**config.mk**
```make
export PLATFORM = sky130hd
export DESIGN_NAME = trace_cmd_sequencer
export DESIGN_NICKNAME = d
export VERILOG_FILES = /design/src/rtl/trace_pkg.sv /design/src/rtl/trace_cmd_sequencer_cmd_fifo.sv /design/src/rtl/trace_cmd_sequencer.sv
export SDC_FILE = /design/constraint.sdc
export NUM_CORES = 2
export LEC_CHECK = 0
export ABC_CLOCK_PERIOD_IN_PS = 41500
export CORE_MARGIN = 2
export CORE_UTILIZATION = 55
export CTS_BUF_LIST = sky130_fd_sc_hd__clkbuf_8
export CTS_CLUSTER_SIZE = 8
export DETAILED_ROUTE_END_ITERATION = 7
export DONT_BUFFER_PORTS = 1
export PLACE_DENSITY = 0.68
export SLEW_MARGIN = 20
export SYNTH_ARGS = -nofsm -noshare
export SYNTH_HDL_FRONTEND = slang
export SYNTH_SLANG_ARGS = --single-unit
```
**constraint.sdc**
```tcl
create_clock -name clk -period 41.5 [get_ports clk]
set_input_delay 8.3 -clock clk [delete_from_list [all_inputs] [get_ports clk]]
set_output_delay 8.3 -clock clk [all_outputs]
set_load 0.02 [all_outputs]
```
**src/rtl/trace_pkg.sv**
```systemverilog
// Shared types for the trace command sequencer: trace codes, per-channel ops,
// channel tags, sequencer states and the push-time decoder.
package trace_pkg;

   typedef enum logic [3:0] {
      CMD_DR    = 4'd0,
      CMD_DW    = 4'd1,
      CMD_IR    = 4'd2,
      CMD_INV   = 4'd3,
      CMD_RD    = 4'd4,
      CMD_WR    = 4'd5,
      CMD_RWIM  = 4'd6,
      CMD_CLEAR = 4'd8,
      CMD_PRINT = 4'd9
   } trace_cmd_e;

   typedef enum logic [1:0] {L1_DR = 2'd0, L1_DW = 2'd1, L1_IR = 2'd2} l1_op_e;
   typedef enum logic [1:0] {SNP_INV = 2'd0, SNP_RD = 2'd1, SNP_WR = 2'd2, SNP_RWIM = 2'd3} snp_op_e;
   typedef enum logic [1:0] {CTL_CLEAR = 2'd0, CTL_PRINT = 2'd1, CTL_STATS = 2'd2} ctl_op_e;
   typedef enum logic [1:0] {CH_L1 = 2'd0, CH_SNP = 2'd1, CH_CTL = 2'd2} chan_e;
   typedef enum logic [1:0] {ST_RUN = 2'd0, ST_DRAIN = 2'd1, ST_STATS = 2'd2, ST_DONE = 2'd3} seq_state_e;

   typedef struct packed {
      logic       legal;
      chan_e      ch;
      logic [1:0] op;
   } dec_t;

   function automatic dec_t decode_cmd(input logic [3:0] code);
      dec_t d;
      d = '{legal: 1'b0, ch: CH_L1, op: 2'd0};
      case (code)
         CMD_DR:    d = '{legal: 1'b1, ch: CH_L1,  op: L1_DR};
         CMD_DW:    d = '{legal: 1'b1, ch: CH_L1,  op: L1_DW};
         CMD_IR:    d = '{legal: 1'b1, ch: CH_L1,  op: L1_IR};
         CMD_INV:   d = '{legal: 1'b1, ch: CH_SNP, op: SNP_INV};
         CMD_RD:    d = '{legal: 1'b1, ch: CH_SNP, op: SNP_RD};
         CMD_WR:    d = '{legal: 1'b1, ch: CH_SNP, op: SNP_WR};
         CMD_RWIM:  d = '{legal: 1'b1, ch: CH_SNP, op: SNP_RWIM};
         CMD_CLEAR: d = '{legal: 1'b1, ch: CH_CTL, op: CTL_CLEAR};
         CMD_PRINT: d = '{legal: 1'b1, ch: CH_CTL, op: CTL_PRINT};
         default:   d = '{legal: 1'b0, ch: CH_L1,  op: 2'd0};
      endcase
      return d;
   endfunction

endpackage

```
**src/rtl/trace_cmd_sequencer_cmd_fifo.sv**
```systemverilog
// In-order command queue; head, pointers, count and full/empty are all flops,
// so a pushed entry is first visible the cycle after the push.
module cmd_fifo #(
   parameter int W     = 36,
   parameter int DEPTH = 8
) (
   input  logic         clk,
   input  logic         reset,
   input  logic         push,
   input  logic [W-1:0] push_data,
   input  logic         pop,
   output logic [W-1:0] head_data,
   output logic         empty,
   output logic         full
);

   localparam int AW = (DEPTH > 1) ? $clog2(DEPTH) : 1;
   localparam int CW = AW + 1;

   logic [W-1:0]  mem_q [DEPTH];
   logic [W-1:0]  mem_d [DEPTH];
   logic [AW-1:0] wr_ptr_q, wr_ptr_d;
   logic [AW-1:0] rd_ptr_q, rd_ptr_d;
   logic [CW-1:0] count_q, count_d;
   logic          empty_q, empty_d;
   logic          full_q, full_d;
   logic          do_push, do_pop;

   // A pop never frees a slot for a push in the same cycle when full.
   assign do_push = push && !full_q;
   assign do_pop  = pop && !empty_q;

   always_comb begin
      mem_d    = mem_q;
      wr_ptr_d = wr_ptr_q;
      rd_ptr_d = rd_ptr_q;
      count_d  = count_q;
      if (do_push) begin
         mem_d[wr_ptr_q] = push_data;
         wr_ptr_d        = wr_ptr_q + AW'(1);
      end
      if (do_pop) begin
         rd_ptr_d = rd_ptr_q + AW'(1);
      end
      case ({do_push, do_pop})
         2'b10:   count_d = count_q + CW'(1);
         2'b01:   count_d = count_q - CW'(1);
         default: count_d = count_q;
      endcase
      empty_d = (count_d == '0);
      full_d  = (count_d == CW'(DEPTH));
   end

   always_ff @(posedge clk or posedge reset) begin
      if (reset) begin
         for (int i = 0; i < DEPTH; i++) mem_q[i] <= '0;
         wr_ptr_q <= '0;
         rd_ptr_q <= '0;
         count_q  <= '0;
         empty_q  <= 1'b1;
         full_q   <= 1'b0;
      end else begin
         for (int i = 0; i < DEPTH; i++) mem_q[i] <= mem_d[i];
         wr_ptr_q <= wr_ptr_d;
         rd_ptr_q <= rd_ptr_d;
         count_q  <= count_d;
         empty_q  <= empty_d;
         full_q   <= full_d;
      end
   end

   assign head_data = mem_q[rd_ptr_q];
   assign empty     = empty_q;
   assign full      = full_q;

endmodule

```
**src/rtl/trace_cmd_sequencer.sv**
```systemverilog
// Buffers decoded trace records and dispatches them in order on L1 / snoop /
// control valid-ready channels, then issues the final stats command.
module trace_cmd_sequencer
   import trace_pkg::*;
#(
   parameter int ADDR_W = 32,
   parameter int DEPTH  = 8,
   parameter int CNT_W  = 32
) (
   input  logic              clk,
   input  logic              reset,
   input  logic              in_valid,
   output logic              in_ready,
   input  logic [3:0]        in_cmd,
   input  logic [ADDR_W-1:0] in_addr,
   input  logic              trace_end,
   output logic              l1_valid,
   input  logic              l1_ready,
   output logic [1:0]        l1_op,
   output logic [ADDR_W-1:0] l1_addr,
   output logic              snp_valid,
   input  logic              snp_ready,
   output logic [1:0]        snp_op,
   output logic [ADDR_W-1:0] snp_addr,
   output logic              ctl_valid,
   input  logic              ctl_ready,
   output logic [1:0]        ctl_op,
   input  logic [3:0]        stat_sel,
   output logic [CNT_W-1:0]  stat_count,
   output logic [CNT_W-1:0]  err_count,
   output logic              done,
   output logic [1:0]        dbg_state
);

   // Every channel: valid stays high with op/addr stable until the cycle ready
   // is seen; the transfer happens on the clock edge where valid && ready.

   localparam int FW     = ADDR_W + 4;
   localparam int NCODES = 10;

   seq_state_e        state_q, state_d;
   logic [CNT_W-1:0]  stat_q [NCODES];
   logic [CNT_W-1:0]  stat_d [NCODES];
   logic [CNT_W-1:0]  err_q, err_d;

   dec_t              dec;
   logic              accept, push, pop;
   logic [FW-1:0]     head;
   logic              fifo_empty, fifo_full;
   chan_e             head_ch;
   logic [1:0]        head_op;
   logic [ADDR_W-1:0] head_addr;
   logic              l1_head, snp_head, ctl_head, in_stats;

   assign dec      = decode_cmd(in_cmd);
   assign in_ready = !reset && (state_q == ST_RUN) && !fifo_full;
   assign accept   = in_valid && in_ready;
   assign push     = accept && dec.legal;

   cmd_fifo #(.W(FW), .DEPTH(DEPTH)) u_fifo (
      .clk       (clk),
      .reset     (reset),
      .push      (push),
      .push_data ({dec.ch, dec.op, in_addr}),
      .pop       (pop),
      .head_data (head),
      .empty     (fifo_empty),
      .full      (fifo_full)
   );

   assign head_ch   = chan_e'(head[FW-1 -: 2]);
   assign head_op   = head[ADDR_W +: 2];
   assign head_addr = head[ADDR_W-1:0];

   assign l1_head  = !fifo_empty && (head_ch == CH_L1);
   assign snp_head = !fifo_empty && (head_ch == CH_SNP);
   assign ctl_head = !fifo_empty && (head_ch == CH_CTL);
   assign in_stats = (state_q == ST_STATS);

   // Idle channels drive zero op/addr so nothing stale is visible.
   assign l1_valid  = l1_head;
   assign l1_op     = l1_head ? head_op : 2'd0;
   assign l1_addr   = l1_head ? head_addr : '0;
   assign snp_valid = snp_head;
   assign snp_op    = snp_head ? head_op : 2'd0;
   assign snp_addr  = snp_head ? head_addr : '0;
   assign ctl_valid = ctl_head || in_stats;
   assign ctl_op    = in_stats ? CTL_STATS : (ctl_head ? head_op : 2'd0);

   assign pop = (l1_head && l1_ready) || (snp_head && snp_ready) || (ctl_head && ctl_ready);

   always_comb begin
      state_d = state_q;
      case (state_q)
         ST_RUN:   if (trace_end) state_d = ST_DRAIN;
         ST_DRAIN: if (fifo_empty) state_d = ST_STATS;
         ST_STATS: if (ctl_ready) state_d = ST_DONE;
         default:  state_d = ST_DONE;
      endcase
   end

   always_comb begin
      for (int i = 0; i < NCODES; i++) begin
         stat_d[i] = stat_q[i];
         if (push && (in_cmd == 4'(i)) && (stat_q[i] != '1)) begin
            stat_d[i] = stat_q[i] + CNT_W'(1);
         end
      end
      err_d = err_q;
      if (accept && !dec.legal && (err_q != '1)) begin
         err_d = err_q + CNT_W'(1);
      end
   end

   always_ff @(posedge clk or posedge reset) begin
      if (reset) begin
         state_q <= ST_RUN;
         for (int i = 0; i < NCODES; i++) stat_q[i] <= '0;
         err_q   <= '0;
      end else begin
         state_q <= state_d;
         for (int i = 0; i < NCODES; i++) stat_q[i] <= stat_d[i];
         err_q   <= err_d;
      end
   end

   always_comb begin
      stat_count = '0;
      for (int i = 0; i < NCODES; i++) begin
         if (stat_sel == 4'(i)) stat_count = stat_q[i];
      end
   end

   assign err_count = err_q;
   assign done      = (state_q == ST_DONE);
   assign dbg_state = state_q;

endmodule

```
==> flow_summary.json <==
{
  "coreArea_um2": 57810,
  "cp-start-kind": "input port",
  "setup_viol": 0,
  "routedWlPerCell_um": 24.38,
  "status": "finished clean",
  "gp_congestion": 1.041,
  "cp_top_family": "simple AND/OR/NAND/NOR gates",
  "rsz0062_at_grt": "no",
  "cts_max_path_buffers": 3,
  "peakVddDrop_uv": 36.96,
  "cts_sinks": 654,
  "tritoncts": "built",
  "path_max_fanout": 29,
  "io_pins": 188,
  "htree_levels": 3,
  "dp_hpwl_um": 65160,
  "stdcell_count": 3806,
  "yosys-top-cells-area": "dfrtp_1 51%, xnor2_1 5.7%, nand2_1 5.5%, mux4_2 5.0%, mux2_2 4.9%",
  "max_stage_delay_ns": 0.74,
  "fin_util": 0.6069,
  "cts_made_buffers": 107,
  "required_ns": 33.20,
  "antenna_found_initial": 3,
  "n_fill_cell": 4768,
  "synthArstFlopShare": 1.000,
  "cts.clk_slew.worst_paths_ns": 0.05,
  "ant_nets": 0,
  "drc": 0,
  "critical-path-slowest-cell": "or3b_2",
  "synth_ff_type": "dfrtp_1",
  "worstMarginPinSlew_ns": 1.142,
  "power.density_nw_per_um2": 44.77,
  "cts_root_buf": "clkbuf_8",
  "ys_top_cells_by_count": "653 x dfrtp_1, 476 x nand2_1, 223 x nor2_1",
  "synth_seq_cells": 654,
  "clkLatencyLatePin_ns": 0.74,
  "grt-ovfl-total": 0,
  "seq_area_um2": 16380,
  "r2r_slack_ns": 36.67,
  "final_layout_size_suffix_gt1_frac": 0.1553,
  "postSynthAreaPerCell_um2": 10.83,
  "dp_cells": 3608,
  "rows": 88,
  "top_layer": "met4",
  "wl_met3_um": 7305,
  "die_y_um": 246.1,
  "final.setup.tns_ns": 0,
  "crit_arrival_ns": 10.23,
  "hold_violations": 0,
  "switching_share": 0.2906,
  "power_frac_comb": 0.155,
  "area_delta_synth_final_pct": 8.810,
  "initialDrtViolationCount": 2054,
  "via_count": 23540,
  "wl_met2_um": 43230,
  "p_clk_frac": 0.367,
  "start_util": 0.5577,
  "drt_pass1_iterations": 6,
  "yosysUniqueCellTypes": 81,
  "p_leak_nw": 16.76,
  "fmax_mhz": 53.95,
  "hold_buffers": 0,
  "synth_top_area_cell": "dfrtp_1",
  "drv_cap": 0,
  "p_sw_uw": 456.3,
  "grt_pass1_vias": 23590,
  "yosysWarnings": 0,
  "fin_crit_ns": 18.53,
  "p_seq_frac": 0.478,
  "finalCritPeriodShare": 0.4466,
  "cts_resized": 0,
  "synth-edff-count": 0,
  "hold_path.class": "flip-flop to flip-flop",
  "max_slew_margin": 0.2384,
  "die_area_um2": 60570,
  "die_x_um": 246.1,
  "grt_start_max_net_pins": 187,
  "cp-end-kind": "output pin",
  "yosysMostFrequentCell": "dfrtp_1",
  "worst-path-buf-inv": 0,
  "p_int_mw": 1.114,
  "met1Wirelength_um": 38710,
  "nNetsFinal": 3019,
  "routed_via_density": 6.184,
  "multi_input_area_um2": 15100,
  "finClkSkew_ns": 0.03502,
  "synth_cells": 2978,
  "synthesis.area_um2": 32240,
  "synth_top_area_frac": 0.5068,
  "grtUsageTotal": 0.3116,
  "grt_pass1_wl_um": 143300,
  "synth_fp_nets": 3045,
  "post_cts_buffers": 0,
  "critPathKind": "input port to output pin",
  "slew_violations": 0,
  "port_buffers": 0,
  "crit_top_cell": "o21ai_0",
  "wirelength_um": 92800,
  "worstPathCellList": "or3b_2 -> o22ai_1 -> a21oi_1 -> o21ai_0 -> o21ai_0 -> nand2_1",
  "synth_seq_area_share": 0.5077
}
==> power by group through the flow <==
stage          sequential (mW)  combinational, mW  clock (mW)
6_report                 0.750              0.244       0.576
3_5_place_dp             0.760              0.247           0
5_1_grt                  0.756              0.266       0.618
2_1_floorplan            0.725              0.220           0
4_1_cts                  0.750              0.248       0.589
3_3_place_gp             0.764              0.230           0
==> flip-flops by register name, indices dropped and copies added, names as in the netlist <==
| name | count |
|---|---|
| u_fifo.empty | 1 |
| u_fifo.mem_q | 288 |
| err_count | 32 |
| stat_q | 320 |
| dbg_state | 2 |
| u_fifo.full | 1 |
| u_fifo.count_q | 4 |
| u_fifo.wr_ptr_q | 3 |
| u_fifo.rd_ptr_q | 3 |
==> through the flow <==
stage	worst slack (ns)	instance area, µm²	total power [mW]	hold slack [ns]
floorplan	14.88	32240	0.9449	0.4288
global placement	23.04	32810	0.9937	0.3644
detailed placement	23.00	32840	1.007	0.3661
CTS	22.99	35060	1.586	0.3794
global route	22.92	35080	1.640	0.3866
finish	22.97	35080	1.570	0.3737
==> final timing paths <==
| path | cells after the start | to | from |
|---|---|---|---|
| worst max register to register | 13 | u_fifo.full$_DFF_PP0_ | u_fifo.rd_ptr_q[2]$_DFFE_PP0P_ |
| min in group asynchronous | 1 | err_count[20]$_DFFE_PP0P_ | reset |
| worst max-delay path | 6 | stat_count[31] | stat_sel[3] |
| worst min-delay path | 0 | stat_q[77]$_DFFE_PP0P_ | stat_q[77]$_DFFE_PP0P_ |
| max in group asynchronous | 5 | u_fifo.mem_q[225]$_DFFE_PP0P_ | reset |
| worst min register to register | 0 | stat_q[77]$_DFFE_PP0P_ | stat_q[77]$_DFFE_PP0P_ |
==> cell usage in the layout (no fill, tap or decap), types with 9 or more instances in the layout <==
| master | n |
|---|---|
| a221o_1 | 26 |
| buf_4 | 24 |
| ha_1 | 19 |
| and2_1 | 19 |
| a22oi_1 | 27 |
| nor3_1 | 44 |
| nand2b_1 | 11 |
| xor2_1 | 106 |
| nor4_1 | 20 |
| mux4_2 | 72 |
| mux2i_1 | 105 |
| mux2_4 | 30 |
| o21ai_0 | 47 |
| xnor2_1 | 208 |
| dfrtp_1 | 650 |
| and3_1 | 58 |
| mux2_2 | 140 |
| a21oi_1 | 71 |
| nand3_1 | 146 |
| clkbuf_8 | 136 |
| nor3b_1 | 9 |
| nor2_1 | 222 |
| a31oi_1 | 11 |
| or3_1 | 11 |
| inv_1 | 88 |
| nand4_1 | 103 |
| and4_1 | 37 |
| nand2_1 | 474 |
==> metal layers <==
metal / global-route usage / up-vias
li1: - / 10440
met1: 0.4250 / 12000
met2: 0.4884 / 906
met3: 0.06819 / 198
met4: 0.1216 / 0
met5: 0 / -
==> area by class of cell <==
type                    instances  share of cell area
flip-flops and latches        654              0.4668
multi-input cells            2116              0.4304
clock buffers                 136             0.05336
well taps                     765             0.02729
clock inverters                60            0.009951
repair buffers                 27            0.006812
inverters                      46            0.005279
diodes                          2           0.0001427
==> logic make-up after synthesis <==
logic type,Yosys count,share of synthesized area
DFF,654,0.5077
adders and majority gates,20,0.007995
muxes,348,0.1461
xor gates and xnor gates,314,0.08530
buffers and inverters,208,0.02608
AOI/OAI and AO/OA,221,0.04494
and+or+nand+nor,1213,0.1819
Note: power is estimated with default switching activity, not from simulation.
